`src/rtl/usb_pkg.sv`:
```
// usb_pkg: shared packet codes, AHB encodings, register offsets and slave FSM states
package usb_pkg;
  localparam logic [3:0] PKT_IDLE = 4'd0, PKT_IN = 4'd1, PKT_OUT = 4'd2, PKT_ACK = 4'd3, PKT_NACK = 4'd4;
  localparam logic [1:0] HTRANS_IDLE = 2'd0, HTRANS_BUSY = 2'd1, HTRANS_NONSEQ = 2'd2, HTRANS_SEQ = 2'd3;
  localparam logic [3:0] OFF_DATA = 4'h0, OFF_STATUS = 4'h4, OFF_ERROR = 4'h6, OFF_OCC = 4'h8;
  localparam logic [3:0] OFF_TXCTL = 4'hC, OFF_FLUSH = 4'hD, OFF_IEN = 4'hE;
  typedef enum logic [1:0] {ST_IDLE, ST_RD_WAIT, ST_ERR1, ST_ERR2} ahb_state_t;
endpackage

```
`src/rtl/ahb_slave_multi_ep_if.sv`:
```
// ahb_slave_multi_ep_if: AHB-Lite bus bundle between the SoC master and the endpoint slave
interface ahb_slave_multi_ep_if #(parameter int ADDR_W = 5);
  logic hsel, hwrite, hresp, hready;
  logic [ADDR_W-1:0] haddr;
  logic [1:0] htrans, hsize;
  logic [2:0] hburst;
  logic [31:0] hwdata, hrdata;
  modport master (output hsel, hwrite, haddr, htrans, hsize, hburst, hwdata, input hrdata, hresp, hready);
  modport slave (input hsel, hwrite, haddr, htrans, hsize, hburst, hwdata, output hrdata, hresp, hready);
endinterface

```
`src/rtl/ahb_ep_regs.sv`:
```
// ahb_ep_regs: one endpoint's status, error, TX control, flush and IRQ-enable registers
module ahb_ep_regs
  import usb_pkg::*;
(
  input  logic        clk,
  input  logic        rst,
  input  logic [3:0]  rx_packet,
  input  logic        rx_data_ready,
  input  logic        rx_transfer_active,
  input  logic        rx_error,
  input  logic        tx_transfer_active,
  input  logic        tx_error,
  input  logic        occ_zero,
  input  logic        we,
  input  logic        re,
  input  logic [3:0]  off,
  input  logic [7:0]  wdata,
  output logic [15:0] status,
  output logic [15:0] err,
  output logic [2:0]  tx_ctl,
  output logic        clear,
  output logic [5:0]  ien,
  output logic        tx_bad,
  output logic        irq_t
);
  logic rx_d, tx_d, e_rx, e_tx, rx_rise, rx_fall, tx_fall, rd_st, rd_err;
  logic [4:0] st, st_set;
  always_comb begin
    rx_rise = rx_transfer_active & ~rx_d;
    rx_fall = ~rx_transfer_active & rx_d;
    tx_fall = ~tx_transfer_active & tx_d;
    rd_st = re && off[3:1] == OFF_STATUS[3:1];
    rd_err = re && off[3:1] == OFF_ERROR[3:1];
    st_set = {rx_fall && rx_packet == PKT_NACK, rx_fall && rx_packet == PKT_ACK,
              rx_fall && rx_packet == PKT_OUT, rx_fall && rx_packet == PKT_IN, rx_data_ready};
    tx_bad = wdata == 8'd0 || wdata > 8'd4 || tx_ctl != 3'd0;
    status = {6'b0, tx_transfer_active, rx_transfer_active, 3'b0, st};
    err = {7'b0, e_tx, 7'b0, e_rx};
    irq_t = |(st & ien[4:0]) || (ien[5] && (e_rx || e_tx));
  end
  // new events take priority over clear-on-read in the same cycle
  always_ff @(posedge clk or posedge rst)
    if (rst) begin
      rx_d <= 1'b0;
      tx_d <= 1'b0;
      st <= '0;
      e_rx <= 1'b0;
      e_tx <= 1'b0;
      tx_ctl <= '0;
      clear <= 1'b0;
      ien <= '0;
    end else begin
      rx_d <= rx_transfer_active;
      tx_d <= tx_transfer_active;
      st <= st_set | (st & ~{{4{rd_st}}, rd_st || rx_rise});
      e_rx <= rx_error || (e_rx && !rd_err);
      e_tx <= tx_error || (e_tx && !rd_err);
      tx_ctl <= we && off == OFF_TXCTL ? wdata[2:0] : tx_fall ? 3'd0 : tx_ctl;
      clear <= we && off == OFF_FLUSH && wdata != 8'd0 ? 1'b1 : occ_zero ? 1'b0 : clear;
      ien <= we && off == OFF_IEN ? wdata[5:0] : ien;
    end
endmodule

```
`src/rtl/ahb_slave_multi_ep.sv`:
```
// ahb_slave_multi_ep: AHB-Lite register slave for NUM_EP USB endpoints with
// wait-stated buffer reads, two-cycle error responses and a maskable interrupt
module ahb_slave_multi_ep
  import usb_pkg::*;
#(
  parameter int NUM_EP = 2,
  parameter int FIFO_DEPTH = 64,
  parameter int RD_LATENCY = 1,
  localparam int EP_W = NUM_EP > 1 ? $clog2(NUM_EP) : 1,
  localparam int OCC_W = $clog2(FIFO_DEPTH + 1)
) (
  input  logic                    clk,
  input  logic                    rst,
  ahb_slave_multi_ep_if.slave     bus,
  input  logic [4*NUM_EP-1:0]     rx_packet,
  input  logic [NUM_EP-1:0]       rx_data_ready,
  input  logic [NUM_EP-1:0]       rx_transfer_active,
  input  logic [NUM_EP-1:0]       rx_error,
  input  logic [NUM_EP-1:0]       tx_transfer_active,
  input  logic [NUM_EP-1:0]       tx_error,
  output logic [3*NUM_EP-1:0]     tx_packet,
  output logic [NUM_EP-1:0]       tx_start,
  output logic [NUM_EP-1:0]       d_mode,
  input  logic [OCC_W*NUM_EP-1:0] buffer_occupancy,
  input  logic [31:0]             rx_data,
  output logic [EP_W-1:0]         buf_sel,
  output logic [1:0]              get_rx_data,
  output logic [1:0]              store_tx_data,
  output logic [31:0]             tx_data,
  output logic [NUM_EP-1:0]       clear,
  output logic                    irq
);
  localparam int NE = 2 ** EP_W;
  ahb_state_t state;
  logic [1:0] cnt, dp_sz;
  logic dp_v, dp_wr, acc, a_err, a_rd, tx_bad_dp, last, rdy, unused;
  logic [EP_W-1:0] dp_ep, a_ep;
  logic [3:0] dp_off, a_off;
  logic [31:0] reg_rd, mask;
  logic [OCC_W-1:0] occ [NE];
  logic [15:0] status [NE];
  logic [15:0] err [NE];
  logic [2:0] tx_ctl [NE];
  logic [5:0] ien [NE];
  logic [NE-1:0] clr_v, tx_bad, irq_t;
  genvar e;
  for (e = 0; e < NE; e++) begin : g_ep
    if (e < NUM_EP) begin : g_on
      assign occ[e] = buffer_occupancy[OCC_W*e +: OCC_W];
      assign tx_start[e] = |tx_ctl[e];
      assign tx_packet[3*e +: 3] = tx_ctl[e] - {2'b0, |tx_ctl[e]};
      assign clear[e] = clr_v[e];
      ahb_ep_regs u_regs (
        .clk, .rst,
        .rx_packet(rx_packet[4*e +: 4]), .rx_data_ready(rx_data_ready[e]),
        .rx_transfer_active(rx_transfer_active[e]), .rx_error(rx_error[e]),
        .tx_transfer_active(tx_transfer_active[e]), .tx_error(tx_error[e]),
        .occ_zero(occ[e] == '0),
        .we(dp_v && dp_wr && dp_ep == EP_W'(e) && !tx_bad_dp),
        .re(dp_v && !dp_wr && dp_ep == EP_W'(e)),
        .off(dp_off), .wdata(bus.hwdata[7:0]),
        .status(status[e]), .err(err[e]), .tx_ctl(tx_ctl[e]), .clear(clr_v[e]),
        .ien(ien[e]), .tx_bad(tx_bad[e]), .irq_t(irq_t[e])
      );
    end else begin : g_off
      assign occ[e] = '0;
      assign status[e] = '0;
      assign err[e] = '0;
      assign tx_ctl[e] = '0;
      assign ien[e] = '0;
      assign clr_v[e] = 1'b0;
      assign tx_bad[e] = 1'b0;
      assign irq_t[e] = 1'b0;
    end
  end
  // address-phase decode: every illegal access is known here except a bad TX control value
  always_comb begin
    a_ep = bus.haddr[EP_W+3:4];
    a_off = bus.haddr[3:0];
    acc = rdy && bus.hsel && bus.htrans[1];
    a_rd = a_off[3:2] == OFF_DATA[3:2] && !bus.hwrite;
    a_err = bus.hsize == 2'd3
         || (bus.hsize == 2'd1 && bus.haddr[0]) || (bus.hsize == 2'd2 && bus.haddr[1:0] != 2'd0)
         || a_off inside {4'h9, 4'hA, 4'hB, 4'hF}
         || (bus.hwrite && a_off inside {[4'h4:4'hB]})
         || int'(a_ep) >= NUM_EP
         || (a_off[3:2] == OFF_DATA[3:2] && (bus.hwrite ? int'(occ[a_ep]) + int'(bus.hsize) + 1 > FIFO_DEPTH
                                                        : int'(occ[a_ep]) < int'(bus.hsize) + 1));
    last = state == ST_RD_WAIT && cnt == 2'(RD_LATENCY);
    tx_bad_dp = dp_v && dp_wr && dp_off == OFF_TXCTL && tx_bad[dp_ep];
    rdy = state == ST_ERR1 ? 1'b0 : state == ST_RD_WAIT ? last : !tx_bad_dp;
    mask = dp_sz == 2'd0 ? 32'h0000_00FF : dp_sz == 2'd1 ? 32'h0000_FFFF : 32'hFFFF_FFFF;
    reg_rd = dp_off[3:1] == OFF_STATUS[3:1] ? {16'b0, status[dp_ep]}
           : dp_off[3:1] == OFF_ERROR[3:1] ? {16'b0, err[dp_ep]}
           : dp_off[3:2] == OFF_OCC[3:2] ? 32'(occ[dp_ep])
           : dp_off == OFF_TXCTL ? {29'b0, tx_ctl[dp_ep]}
           : dp_off == OFF_FLUSH ? {31'b0, clr_v[dp_ep]}
           : dp_off == OFF_IEN ? {26'b0, ien[dp_ep]} : 32'd0;
  end
  assign bus.hready = rdy;
  assign bus.hresp = state == ST_ERR1 || state == ST_ERR2 || tx_bad_dp;
  assign bus.hrdata = last ? rx_data & mask : dp_v && !dp_wr ? reg_rd : 32'd0;
  assign tx_data = bus.hwdata;
  assign d_mode = tx_transfer_active;
  assign unused = ^{bus.hburst, bus.htrans[0]};
  // a bad TX control write shows its first error cycle combinationally, then joins ERR2
  always_ff @(posedge clk or posedge rst)
    if (rst) begin
      state <= ST_IDLE;
      cnt <= '0;
      dp_v <= 1'b0;
      dp_wr <= 1'b0;
      dp_ep <= '0;
      dp_off <= '0;
      dp_sz <= '0;
      buf_sel <= '0;
      get_rx_data <= '0;
      store_tx_data <= '0;
      irq <= 1'b0;
    end else begin
      irq <= |irq_t;
      cnt <= acc ? 2'd0 : cnt + 2'd1;
      dp_v <= acc && !a_err && !a_rd;
      get_rx_data <= acc && !a_err && a_rd ? bus.hsize + 2'd1 : 2'd0;
      store_tx_data <= acc && !a_err && bus.hwrite && a_off[3:2] == OFF_DATA[3:2] ? bus.hsize + 2'd1 : 2'd0;
      if (acc) begin
        state <= a_err ? ST_ERR1 : a_rd ? ST_RD_WAIT : ST_IDLE;
        dp_wr <= bus.hwrite;
        dp_ep <= a_ep;
        dp_off <= a_off;
        dp_sz <= bus.hsize;
        buf_sel <= a_err ? buf_sel : a_ep;
      end else
        state <= state == ST_ERR1 || tx_bad_dp ? ST_ERR2 : state == ST_RD_WAIT && !last ? ST_RD_WAIT : ST_IDLE;
    end
endmodule

```
`src/flat_wrapper.sv`:
```
// flat-port wrapper written by rule: the top's interface ports become plain ports
module ahb_slave_multi_ep_flat import usb_pkg::*;
#(
  parameter int NUM_EP = 2,
  parameter int FIFO_DEPTH = 64,
  parameter int RD_LATENCY = 1,
  localparam int EP_W = NUM_EP > 1 ? $clog2(NUM_EP) : 1,
  localparam int OCC_W = $clog2(FIFO_DEPTH + 1)
)
  (clk, rst, rx_packet, rx_data_ready, rx_transfer_active, rx_error, tx_transfer_active, tx_error, tx_packet, tx_start, d_mode, buffer_occupancy, rx_data, buf_sel, get_rx_data, store_tx_data, tx_data, clear, irq, bus_hsel, bus_hwrite, bus_haddr, bus_htrans, bus_hsize, bus_hburst, bus_hwdata, bus_hrdata, bus_hresp, bus_hready);
  ahb_slave_multi_ep_if #(.ADDR_W(5)) bus_i ();
  input  logic clk;
  input  logic rst;
  input  logic [4*NUM_EP-1:0] rx_packet;
  input  logic [NUM_EP-1:0] rx_data_ready;
  input  logic [NUM_EP-1:0] rx_transfer_active;
  input  logic [NUM_EP-1:0] rx_error;
  input  logic [NUM_EP-1:0] tx_transfer_active;
  input  logic [NUM_EP-1:0] tx_error;
  output logic [3*NUM_EP-1:0] tx_packet;
  output logic [NUM_EP-1:0] tx_start;
  output logic [NUM_EP-1:0] d_mode;
  input  logic [OCC_W*NUM_EP-1:0] buffer_occupancy;
  input  logic [31:0] rx_data;
  output logic [EP_W-1:0] buf_sel;
  output logic [1:0] get_rx_data;
  output logic [1:0] store_tx_data;
  output logic [31:0] tx_data;
  output logic [NUM_EP-1:0] clear;
  output logic irq;
  input wire logic [$bits(bus_i.hsel)-1:0] bus_hsel;
  input wire logic [$bits(bus_i.hwrite)-1:0] bus_hwrite;
  input wire logic [$bits(bus_i.haddr)-1:0] bus_haddr;
  input wire logic [$bits(bus_i.htrans)-1:0] bus_htrans;
  input wire logic [$bits(bus_i.hsize)-1:0] bus_hsize;
  input wire logic [$bits(bus_i.hburst)-1:0] bus_hburst;
  input wire logic [$bits(bus_i.hwdata)-1:0] bus_hwdata;
  output wire logic [$bits(bus_i.hrdata)-1:0] bus_hrdata;
  output wire logic [$bits(bus_i.hresp)-1:0] bus_hresp;
  output wire logic [$bits(bus_i.hready)-1:0] bus_hready;
  assign bus_i.hsel = bus_hsel;
  assign bus_i.hwrite = bus_hwrite;
  assign bus_i.haddr = bus_haddr;
  assign bus_i.htrans = bus_htrans;
  assign bus_i.hsize = bus_hsize;
  assign bus_i.hburst = bus_hburst;
  assign bus_i.hwdata = bus_hwdata;
  assign bus_hrdata = bus_i.hrdata;
  assign bus_hresp = bus_i.hresp;
  assign bus_hready = bus_i.hready;
  ahb_slave_multi_ep #(.NUM_EP(NUM_EP), .FIFO_DEPTH(FIFO_DEPTH), .RD_LATENCY(RD_LATENCY)) u_core (.clk(clk), .rst(rst), .bus(bus_i), .rx_packet(rx_packet), .rx_data_ready(rx_data_ready), .rx_transfer_active(rx_transfer_active), .rx_error(rx_error), .tx_transfer_active(tx_transfer_active), .tx_error(tx_error), .tx_packet(tx_packet), .tx_start(tx_start), .d_mode(d_mode), .buffer_occupancy(buffer_occupancy), .rx_data(rx_data), .buf_sel(buf_sel), .get_rx_data(get_rx_data), .store_tx_data(store_tx_data), .tx_data(tx_data), .clear(clear), .irq(irq));
endmodule
```
`config.mk`:
```
export PLATFORM = sky130hd
export DESIGN_NAME = ahb_slave_multi_ep_flat
export DESIGN_NICKNAME = d
export VERILOG_FILES = /design/src/rtl/usb_pkg.sv /design/src/rtl/ahb_slave_multi_ep_if.sv /design/src/rtl/ahb_ep_regs.sv /design/src/rtl/ahb_slave_multi_ep.sv /design/src/flat_wrapper.sv
export SDC_FILE = /design/constraint.sdc
export NUM_CORES = 1
export LEC_CHECK = 0
export BUFFER_PORTS_ARGS = -buffer_cell sky130_fd_sc_hd__buf_2
export CORE_MARGIN = 4
export CORE_UTILIZATION = 45
export CTS_CLUSTER_SIZE = 10
export DETAILED_ROUTE_END_ITERATION = 12
export PLACE_DENSITY = 0.82
export SLEW_MARGIN = 20
export SYNTH_ARGS = -nofsm -noshare
export SYNTH_HDL_FRONTEND = slang
export SYNTH_HIERARCHICAL = 1
export SYNTH_SLANG_ARGS = --single-unit
```
`constraint.sdc`:
```
create_clock -name clk -period 2.15 [get_ports clk]
set_input_delay 0.1075 -clock clk [delete_from_list [all_inputs] [get_ports clk]]
set_output_delay 0.1075 -clock clk [all_outputs]
set_load 0.005 [all_outputs]
```
# Word level (Yosys, flattened, before mapping)
# Cells that the tools add are included.
# totals
regBits	57
input_bits	112
out_inout_bits	84
elab_cells	244
# op_classes
n_addsub	7
order_cmp	8
eq_ne	26
mux	51
bitwise	25
reduce_logical	100
# ops
op	n
$mux W32	9
$mux W16	4
$logic_and A1 B1 Y1	51
$mux W7	6
$add A32 B2 Y32 const B	1
$and A32 B32 Y32	1
$gt A32 B8 Y1 const B	1
$lt A8 B32 Y1	1
$eq A4 B4 Y1 const B	7
$mux W6	4
$logic_or A1 B1 Y1	21
$mux W3	7
$and A5 B5 Y5	4
$eq A4 B2 Y1 const B	4
$logic_not A7 Y1	2
$mux W1	13
$mux W2	6
$eq A2 B2 Y1 const B	5
$mux W10	1
$not A5 Y5	2
$or A5 B5 Y5	2
$reduce_bool A2 Y1	5
$reduce_or A5 Y1	2
$mux W9	1
other kinds (25)	57

# Longest topological paths before layout
# Gate-level depths: netlist (run 1).
# depth
depth_word	15
ltp_mapped	11
ltp_nobuf	9

# Modules after synthesis
# The synthesis (run 1) kept the hierarchy.
# by_module_without_submodules
module	n_inst	cells_per_inst	area_per_inst_um2	seq_area_each_um2
ahb_slave_multi_ep	1	308	2725.1	475.5
ahb_ep_regs	2	98	1049.8	475.5

# Least setup slack after synthesis (run 1)
# No wires, ideal clock.
# synth_path
path_type	in2reg
start	in bus_haddr[4]
end	reg u_core.buf_sel
setup_time_ns	0.125
arrival_ns	2.376
required_time_ns	2.025
slack_ns	-0.351
stages	10
path_buffers	2
path_cell_list	buf_2 > buf_2 > mux2i_1 > ha_1 > fa_1 > or4_1 > o21ai_0 > a311o_1 > nand4_4 > mux2_4
# synth_via
elab_chain_len	12
word_cells_on_any_way	13
classes_between	add/sub (2); order compare (2); mux (4); bitwise (2); reduce/logical (3)
# synth_lines
item	line	source
start: declaration	flat_wrapper.sv:33	input wire logic [$bits(bus_i.haddr)-1:0] bus_haddr;
$not A1 Y2 (implied by the code)	ahb_slave_multi_ep.sv:87, ahb_slave_multi_ep.sv:88	
$mux W7 (implied by the code) (3 in series)	ahb_slave_multi_ep.sv:87, ahb_slave_multi_ep.sv:88	
$add A7 B2 Y8	ahb_slave_multi_ep.sv:87	|| (a_off[3:2] == OFF_DATA[3:2] && (bus.hwrite ? int'(occ[a_ep]) + int'(bus.hsize) + 1 > FIFO_DEPTH
$add A32 B2 Y32	ahb_slave_multi_ep.sv:87	
$gt A32 B8 Y1	ahb_slave_multi_ep.sv:87	
$mux W1	ahb_slave_multi_ep.sv:87	
$logic_and A1 B1 Y1	ahb_slave_multi_ep.sv:87	
$logic_or A1 B1 Y1	ahb_slave_multi_ep.sv:87	
$not A1 Y1 (no line)	-	
$reduce_and A2 Y1 (no line)	-	
end signal: assignment	ahb_slave_multi_ep.sv:132	buf_sel <= a_err ? buf_sel : a_ep;
end: declaration	ahb_slave_multi_ep.sv:26	output logic [EP_W-1:0] buf_sel,
# Parallel ways exist; a longest one is shown, timed or not. The select of a mux whose other input is x is not followed.
# A chain may end at the register's enable or synchronous reset.

# Final worst setup path (run 1)
# layout_path
start	reg u_core.g_ep[1].g_on.u_regs.tx_ctl[2]
end	reg u_core.g_ep[1].g_on.u_regs.ien[5]
# layout_via
elab_chain_len	8
# layout_lines
item	line	source
start: declaration	ahb_ep_regs.sv:20	output logic [2:0] tx_ctl,
start signal: assignment	ahb_ep_regs.sv:58	tx_ctl <= we && off == OFF_TXCTL ? wdata[2:0] : tx_fall ? 3'd0 : tx_ctl;
$reduce_bool A3 Y1	ahb_ep_regs.sv:36	tx_bad = wdata == 8'd0 || wdata > 8'd4 || tx_ctl != 3'd0;
$logic_or A1 B1 Y1	ahb_ep_regs.sv:36	
net u_core.tx_bad[1]	ahb_slave_multi_ep.sv:45	logic [NE-1:0] clr_v, tx_bad, irq_t;
$mux W1 (implied by the code) (2 in series)	ahb_slave_multi_ep.sv:90	tx_bad_dp = dp_v && dp_wr && dp_off == OFF_TXCTL && tx_bad[dp_ep];
$logic_and A1 B1 Y1	ahb_slave_multi_ep.sv:90	
$logic_not A1 Y1	ahb_slave_multi_ep.sv:59	.we(dp_v && dp_wr && dp_ep == EP_W'(e) && !tx_bad_dp),
$logic_and A1 B1 Y1	ahb_slave_multi_ep.sv:59	
$logic_and A1 B1 Y1	ahb_ep_regs.sv:60	ien <= we && off == OFF_IEN ? wdata[5:0] : ien;
end signal: assignment	ahb_ep_regs.sv:60	
end: declaration	ahb_ep_regs.sv:22	output logic [5:0] ien,
# The timed path passes the listed nets, and every way through them passes these cells. The select of a mux whose other input is x is not followed.

==> results.md, run 1 <==
- Largest family of logic cells by synthesized area: buffers and inverters
- Hold Path Depth: 2
- Adder-cell share of the synthesized area: 4.30%
- Area delta synth->final: 33.7%
- Maximum VDD drop: 0.000582 V
- Non-Filler Instances: 823
- Worst Reg-to-Reg Cells: 8
- Fraction of layout cells with a size suffix above 1: 46.1%
- Dpl cells: 770
- Final hold violations: 0
- Full die area: 12400 µm²
- Worst Skew: 13.6 ps
- DIE HEIGHT: 112 µm
- Synth area leader: dfrtp_1
- Required time worst endpoint: 2380 ps
- Compound-Gate Fraction of Synth Area: 12.6%
- Critical Path Sink Type: register
- Input/output buffers: 143
- TritonCTS clock tree: done
- Failing checks: negative setup slack
- Startpoint Class: register
- Drt via density: 5.48
- Post-synthesis register bit count: 57
- DRC: 0
- Min-delay src: bus_haddr[1]
- RSZ-0062 raised after global routing: yes
- Period utilization: 115%
- Routed WL: 15500 µm
- Row count: 37
- Flop-to-flop setup slack: -310 ps
- Initial antenna violation count: 1
- PwrDens: 893 nW/µm²
- Fmax: 0.406 GHz
- Final #Nets: 810
- Io pins: 196
- Ant diodes: 0
- Hold/Removal Path Class: primary input to register
- Synth Area in Simple Gates: 16.8%
- Gr usage total: 23.6%
- First-pass GRT wire length: 23500 µm
- Most used flip-flop cell after synthesis: dfrtp_1
- Setup Crit Path Kind: register to register
- Final core utilization: 62.2%
- DR pass1 iterations: 6
- Xor/xnor cell area share of the yosys netlist: 0.726%
- Max_cap viols: 0
- CTS buffer count: 9
- Hold WS: 27.3 ps
- Most frequent cell after synthesis: buf_4
- Post-Syn Instances: 504
- Starting Density: 46.5%
- WP data arrival: 2690 ps
- CTS Sinks: 57
- Minimum clock period: 2460 ps
- Clk_lat worst skew: 350 ps
- Pin count of the biggest net entering global routing: 26
- Top post-synthesis cells by area: dfrtp_1, buf_4, mux2i_1, mux2_2, mux4_2
- Sequential-to-total area share from yosys stat: 29.6%
- Placement Setup Slack: -465 ps
- Slew Limit Fails: 0
- R2r endpoint: u_core/g_ep[1].g_on.u_regs/ien[5]
- Status: complete, but fails checks
- Clock slew at reported path FFs: 70 ps
- Crit Path Max Fanout: 6
- Leak Pwr: 3.36 nW
- Clock root buffer: clkbuf_8
- Yosys top cell area share: 29.6%
- Post-DP HPWL: 11200 µm
- Post-synthesis mux area share: 17.5%
- Iter 0 DRT Violations: 310
- Routed vias: 4512
- Vias in the first global route: 4698
- Warnings from Yosys: 6
- Final setup viols: 43
- WL per Instance: 18.8 µm
- Post-Syn Area: 4820 µm²
- Total grt overflow: 0
- Antenna viol nets, final: 0
- Die width: 112 µm
- Longest Clk Path Bufs: 2
- Post-synth cell types: 64
- Post-synth top cells: buf_4, dfrtp_1, inv_1, mux2i_1, nand2_1
- Slew @ Worst Pin: 825 ps
- Core Area: 10400 µm²
- RePlAce Congestion: 0.892
- Worst slew margin relative to its limit: 45.0%
- Post-synth EDFFs: 0
- Syn_area_per_cell: 9.57 µm²
- Ys async rst share: 100%
- Reg-to-Reg Start: u_core/g_ep[1].g_on.u_regs/tx_ctl[2]
- PnR worst setup slack: -312 ps
- FILL cells: 826
- Hold path endpoint: u_core/dp_off[1]
- CTS H-Tree Depth: 3
[area by class of cell]
| type | instances | area (µm²) | share of cell area [%] |
|---|---|---|---|
| multi-input cells | 350 | 2940 | 45.5 |
| repair buffers | 229 | 1580 | 24.5 |
| flip-flops and latches | 57 | 1430 | 22.1 |
| well taps | 136 | 170 | 2.64 |
| clock buffers | 11 | 151 | 2.35 |
| inverters | 35 | 131 | 2.04 |
| clock inverters | 5 | 53.8 | 0.834 |
[what timing repair did]
action                                  in CTS  in global routing
endpoints found under the setup margin      55                 56
pin swaps                                   10                 24
resized for setup                           27                 42
endpoints found under the hold margin       72                  0
buffers inserted                            11                  9
gates cloned                                 3                  0
hold buffers                                17                  0
[kinds of logic after synthesis]
logic type,count (synthesis)
multiplexers,68
flip-flops,57
other,2
buffers and inverters,141
AO/OA/AOI/OAI,82
adder cells (fa/ha/maj),16
XOR/XNOR,4
AND/OR/NAND/NOR,134
[metrics by stage]
| step | setup TNS, ps | total power (W) | area [µm²] |
|---|---|---|---|
| 2_1_floorplan | -3550 | 0.00313 | 5090 |
| 3_3_place_gp | -11420 | 0.00374 | 5600 |
| 3_5_place_dp | -12840 | 0.00382 | 5600 |
| 4_1_cts | -4880 | 0.00538 | 6260 |
| 5_1_grt | -12430 | 0.00604 | 6450 |
| 6_report | -9140 | 0.00576 | 6450 |
[power breakdown]
group	internal, W	switching [W]
clock	0.000594	0.000442
sequential	0.00128	0.000266
combinational	0.00174	0.00144
total	0.00361	0.00215
[state kept, by name, summed over array words and instances, names as in the netlist]
| register | flops |
|---|---|
| u_core/g_ep.g_on.u_regs/ien | 12 |
| u_core/buf_sel | 1 |
| u_core/g_ep.g_on.u_regs/tx_ctl | 6 |
| u_core/g_ep.g_on.u_regs/clear | 2 |
| u_core/irq | 1 |
| u_core/dp_ep | 1 |
| u_core/dp_v | 1 |
| u_core/cnt | 2 |
| u_core/get_rx_data | 2 |
| u_core/dp_sz | 2 |
| u_core/dp_off | 4 |
| u_core/g_ep.g_on.u_regs/e_tx | 2 |
| u_core/g_ep.g_on.u_regs/rx_d | 2 |
| u_core/store_tx_data | 2 |
| u_core/g_ep.g_on.u_regs/st | 10 |
| u_core/g_ep.g_on.u_regs/e_rx | 2 |
| u_core/state | 2 |
| u_core/dp_wr | 1 |
| u_core/g_ep.g_on.u_regs/tx_d | 2 |
[worst max-delay path: stages (launching register included)]
cell     delay (ps)
dfrtp_1         410
nor3_2          260
nand3_1         120
mux2_4          290
and3b_2         270
nor3b_4         210
nand4_1         170
nor2_4          260
mux2_2          370
[routing by layer]
metal | global-route usage [%] | part of all wire [%]
met5 | 0 | 0
met4 | 9.98 | 2.6
met3 | 8.75 | 9.5
met2 | 39.4 | 49
met1 | 27.3 | 39
[worst max-delay path by stage]
stage | startpoint | end | slack (ps)
5_1_grt | u_core/g_ep[1].g_on.u_regs/tx_ctl[2] | u_core/g_ep[1].g_on.u_regs/ien[3] | -380
3_3_place_gp | bus_hwdata[5] | u_core/g_ep[1].g_on.u_regs/ien[2] | -430
6_report | u_core/g_ep[1].g_on.u_regs/tx_ctl[2] | u_core/g_ep[1].g_on.u_regs/ien[5] | -310
4_1_cts | u_core/g_ep[1].g_on.u_regs/tx_ctl[2] | u_core/g_ep[1].g_on.u_regs/ien[5] | -210
2_1_floorplan | bus_hwdata[5] | u_core/g_ep[1].g_on.u_regs/ien[2] | -210
3_5_place_dp | bus_hwdata[5] | u_core/g_ep[1].g_on.u_regs/ien[5] | -470
[placed cells by master (no fill, tap or decap), types with 14 or more instances in the layout]
cell type,synthesis,final
a22o_1,14,14
and3_1,17,17
buf_2,5,142
buf_4,88,50
conb_1,2,46
dfrtp_1,57,56
dlygate4sd3_1,0,17
inv_1,35,34
mux2_4,2,21
mux2i_1,33,32
nand2_1,30,27
nor2_1,19,15
Note: power is estimated with default switching activity, not from simulation.
==> run 2: changes to the inputs <==
--- a/config.mk
+++ b/config.mk
@@ -10,7 +10,7 @@
 export CORE_UTILIZATION = 45
 export CTS_CLUSTER_SIZE = 10
 export DETAILED_ROUTE_END_ITERATION = 12
-export PLACE_DENSITY = 0.82
+export PLACE_DENSITY = 0.78
 export SLEW_MARGIN = 20
 export SYNTH_ARGS = -nofsm -noshare
 export SYNTH_HDL_FRONTEND = slang
==> results.md, run 2 (same netlist as run 1, synthesis figures left out) <==
- Status: complete, but fails checks
- Failing checks: negative setup slack
- DR pass1 iterations: 5 (-1)
- Net Sw Frac: 37.7% (+0.38 points)
- Pin count of the biggest net entering global routing: 26 (unchanged)
- Total grt overflow: 0 (unchanged)
- Clk_lat worst skew: 330 ps (-20 ps)
- DIE HEIGHT: 112 µm (unchanged)
- Worst slew margin relative to its limit: 45.5% (+0.53 points)
- Longest Clk Path Bufs: 2 (unchanged)
- Full die area: 12400 µm² (unchanged)
- Vias in the first global route: 4468 (-4.9%)
- FILL cells: 857 (+3.8%)
- Largest regs: u_core/g_ep.g_on.u_regs/ien x12, u_core/g_ep.g_on.u_regs/st x10, u_core/g_ep.g_on.u_regs/tx_ctl x6
- Input/output buffers: 143 (unchanged)
- Clock root buffer: clkbuf_8
- Row count: 37 (unchanged)
- Sequential cell area: 1430 µm² (unchanged)
- Initial antenna violation count: 0 (-1)
- Worst Skew: 10.3 ps (-3.23 ps)
- Comb power frac: 54.4% (-0.8 points)
- PwrDens: 843 nW/µm² (-5.6%)
- Io pins: 196 (unchanged)
- Non-Filler Instances: 822 (-0.12%)
- Required time worst endpoint: 2370 ps (about the same)
- CTS Sinks: 57 (unchanged)
- Slew Limit Fails: 0 (unchanged)
- CTS buffer count: 9 (unchanged)
- Setup Crit Path Kind: register to register
- Ant diodes: 0 (unchanged)
- Core Area: 10400 µm² (unchanged)
- Biggest register: u_core/g_ep.g_on.u_regs/ien
- Switching power total: 0.00202 W (-6.2%)
- Startpoint Class: register
- Fmax: 0.409 GHz (+0.58%)
- Setup_tns: -8920 ps (+227 ps)
- Final core utilization: 61.2% (-1.0 points)
- Most frequent cells in the layout: buf_2, dfrtp_1, buf_4
- Post-DP Area: 5560 µm² (-0.63%)
- Minimum clock period: 2450 ps (-14.2 ps)
- Crit Path Max Fanout: 5 (-1)
- WP data arrival: 2670 ps (-20 ps)
- Maximum VDD drop: 0.000506 V (-13%)
- Post-DP HPWL: 11000 µm (-2.0%)
- Largest register FFs: 12 (unchanged)
- Antenna viol nets, final: 0 (unchanged)
- Total power: 0.00535 W (-7.1%)
- Area delta synth->final: 31.5%
- Most common cell after layout, fill and taps aside: buf_2
- Max_cap viols: 0 (unchanged)
- Final #Nets: 809 (-0.12%)
- Gr usage total: 22.6% (-1.0 points)
- Leak Pwr: 3.30 nW (-1.7%)
- Period utilization: 114% (-0.66 points)
- Final setup viols: 43 (unchanged)
- Iter 0 DRT Violations: 458 (+48%)
- Reg power frac: 29.0% (+2.2 points)
- TritonCTS clock tree: done
- Area of the multi-input gates: 2920 µm² (-0.68%)
- Routed vias: 4452 (-1.3%)
- Die width: 112 µm (unchanged)
- RePlAce Congestion: 0.926 (+3.7%)
- Routed WL: 14700 µm (-4.8%)
- PnR worst setup slack: -298 ps (+14.2 ps)
- Critical Path Sink Type: register
- Final hold violations: 0 (unchanged)
- Fraction of layout cells with a size suffix above 1: 44.5% (-1.7 points)
- Drt via density: 5.42 (-1.2%)
- Starting Density: 46.5% (unchanged)
- Hold/Removal Path Class: primary input to register
- Slew @ Worst Pin: 817 ps (-8.01 ps)
- Clock slew at reported path FFs: 70 ps (about the same)
- Final design instance area without fill: 6340 µm² (-1.7%)
- Dpl cells: 767 (-0.39%)
- WL per Instance: 17.9 µm (-4.7%)
- Clock power frac: 16.7% (-1.3 points)
- Int Power: 0.00333 W (-7.7%)
- DRC: 0 (unchanged)
- RSZ-0062 raised after global routing: yes
- CTS H-Tree Depth: 3 (unchanged)
- First-pass GRT wire length: 22700 µm (-3.4%)
run 2: cell types whose count changed in the layout (fill, tap and decap cells not counted), sizes merged:
cell         delta
clkinvlp        +1
bufbuf          -2
and2b           +1
dlygate4sd3     +1
bufinv          -1
buf             -1
clkbuf          +3
clkinv          -3
run 2: layer usage:
metal	track usage [%]	wire length (µm)	share of wire, %	vias to the layer above
met5	0	0	0	-
met4	8.19	402	2.7	0
met3	6.68	1350	9.2	43
met2	37.7	7240	49	232
met1	27.7	5730	39	2134
li1	-	-	-	2043
run 2: final cells by class:
class | count | area share, %
timing repair buffer | 227 | 24.0
sequential | 57 | 22.5
clock inverter | 2 | 0.197
clock buffer | 14 | 2.56
multi-input combinational | 351 | 46.0
tap | 136 | 2.68
inverter | 35 | 2.07
run 2: critical path, cell delays in order (launching register included):
cell and delay [ps]:
dfrtp_1 400, nor3_2 240, nand3_1 90, mux2_4 290, and3b_2 260, buf_4 150
o31ai_4 200, and2b_4 260, nand4_4 110, mux2_4 320
run 2: what timing repair did:
item	4_1_cts	5_1_grt
hold buffers	18	0
resized for setup	37	25
setup endpoints to repair	53	58
endpoints found under the hold margin	71	0
pin swaps	11	16
gates cloned	3	0
buffers inserted	9	9
run 2: per-stage QoR:
| stage | worst slack (ps) | hold WS (ps) |
|---|---|---|
| after floorplan | -206 | 58.6 |
| after global placement | -398 | 215 |
| after detailed placement | -515 | 215 |
| after CTS | -228 | 36.8 |
| after global routing | -378 | 39.3 |
| final | -298 | 50.8 |
run 2: worst paths after layout:
kind	from	to	slack [ps]	depth (start not counted)
max in group asynchronous	rst	u_core/g_ep[0].g_on.u_regs/st[2]	1130	3
min in group asynchronous	rst	u_core/dp_sz[0]	460	3
worst max register to register	u_core/g_ep[1].g_on.u_regs/tx_ctl[1]	u_core/buf_sel	-300	9
worst min register to register	u_core/cnt[0]	u_core/cnt[0]	440	1
worst min-delay path	bus_haddr[2]	u_core/dp_off[2]	50	2
worst max-delay path	u_core/g_ep[1].g_on.u_regs/tx_ctl[1]	u_core/buf_sel	-300	9
run 2: power by group through the flow:
stage / sequential, W / clock, W / combinational [W]
floorplan: 0.00149 / 0 / 0.00164
global placement: 0.00151 / 0 / 0.00222
detailed placement: 0.00151 / 0 / 0.00228
CTS: 0.00151 / 0.000907 / 0.00266
global route: 0.00158 / 0.000963 / 0.00310
finish: 0.00155 / 0.000891 / 0.00291
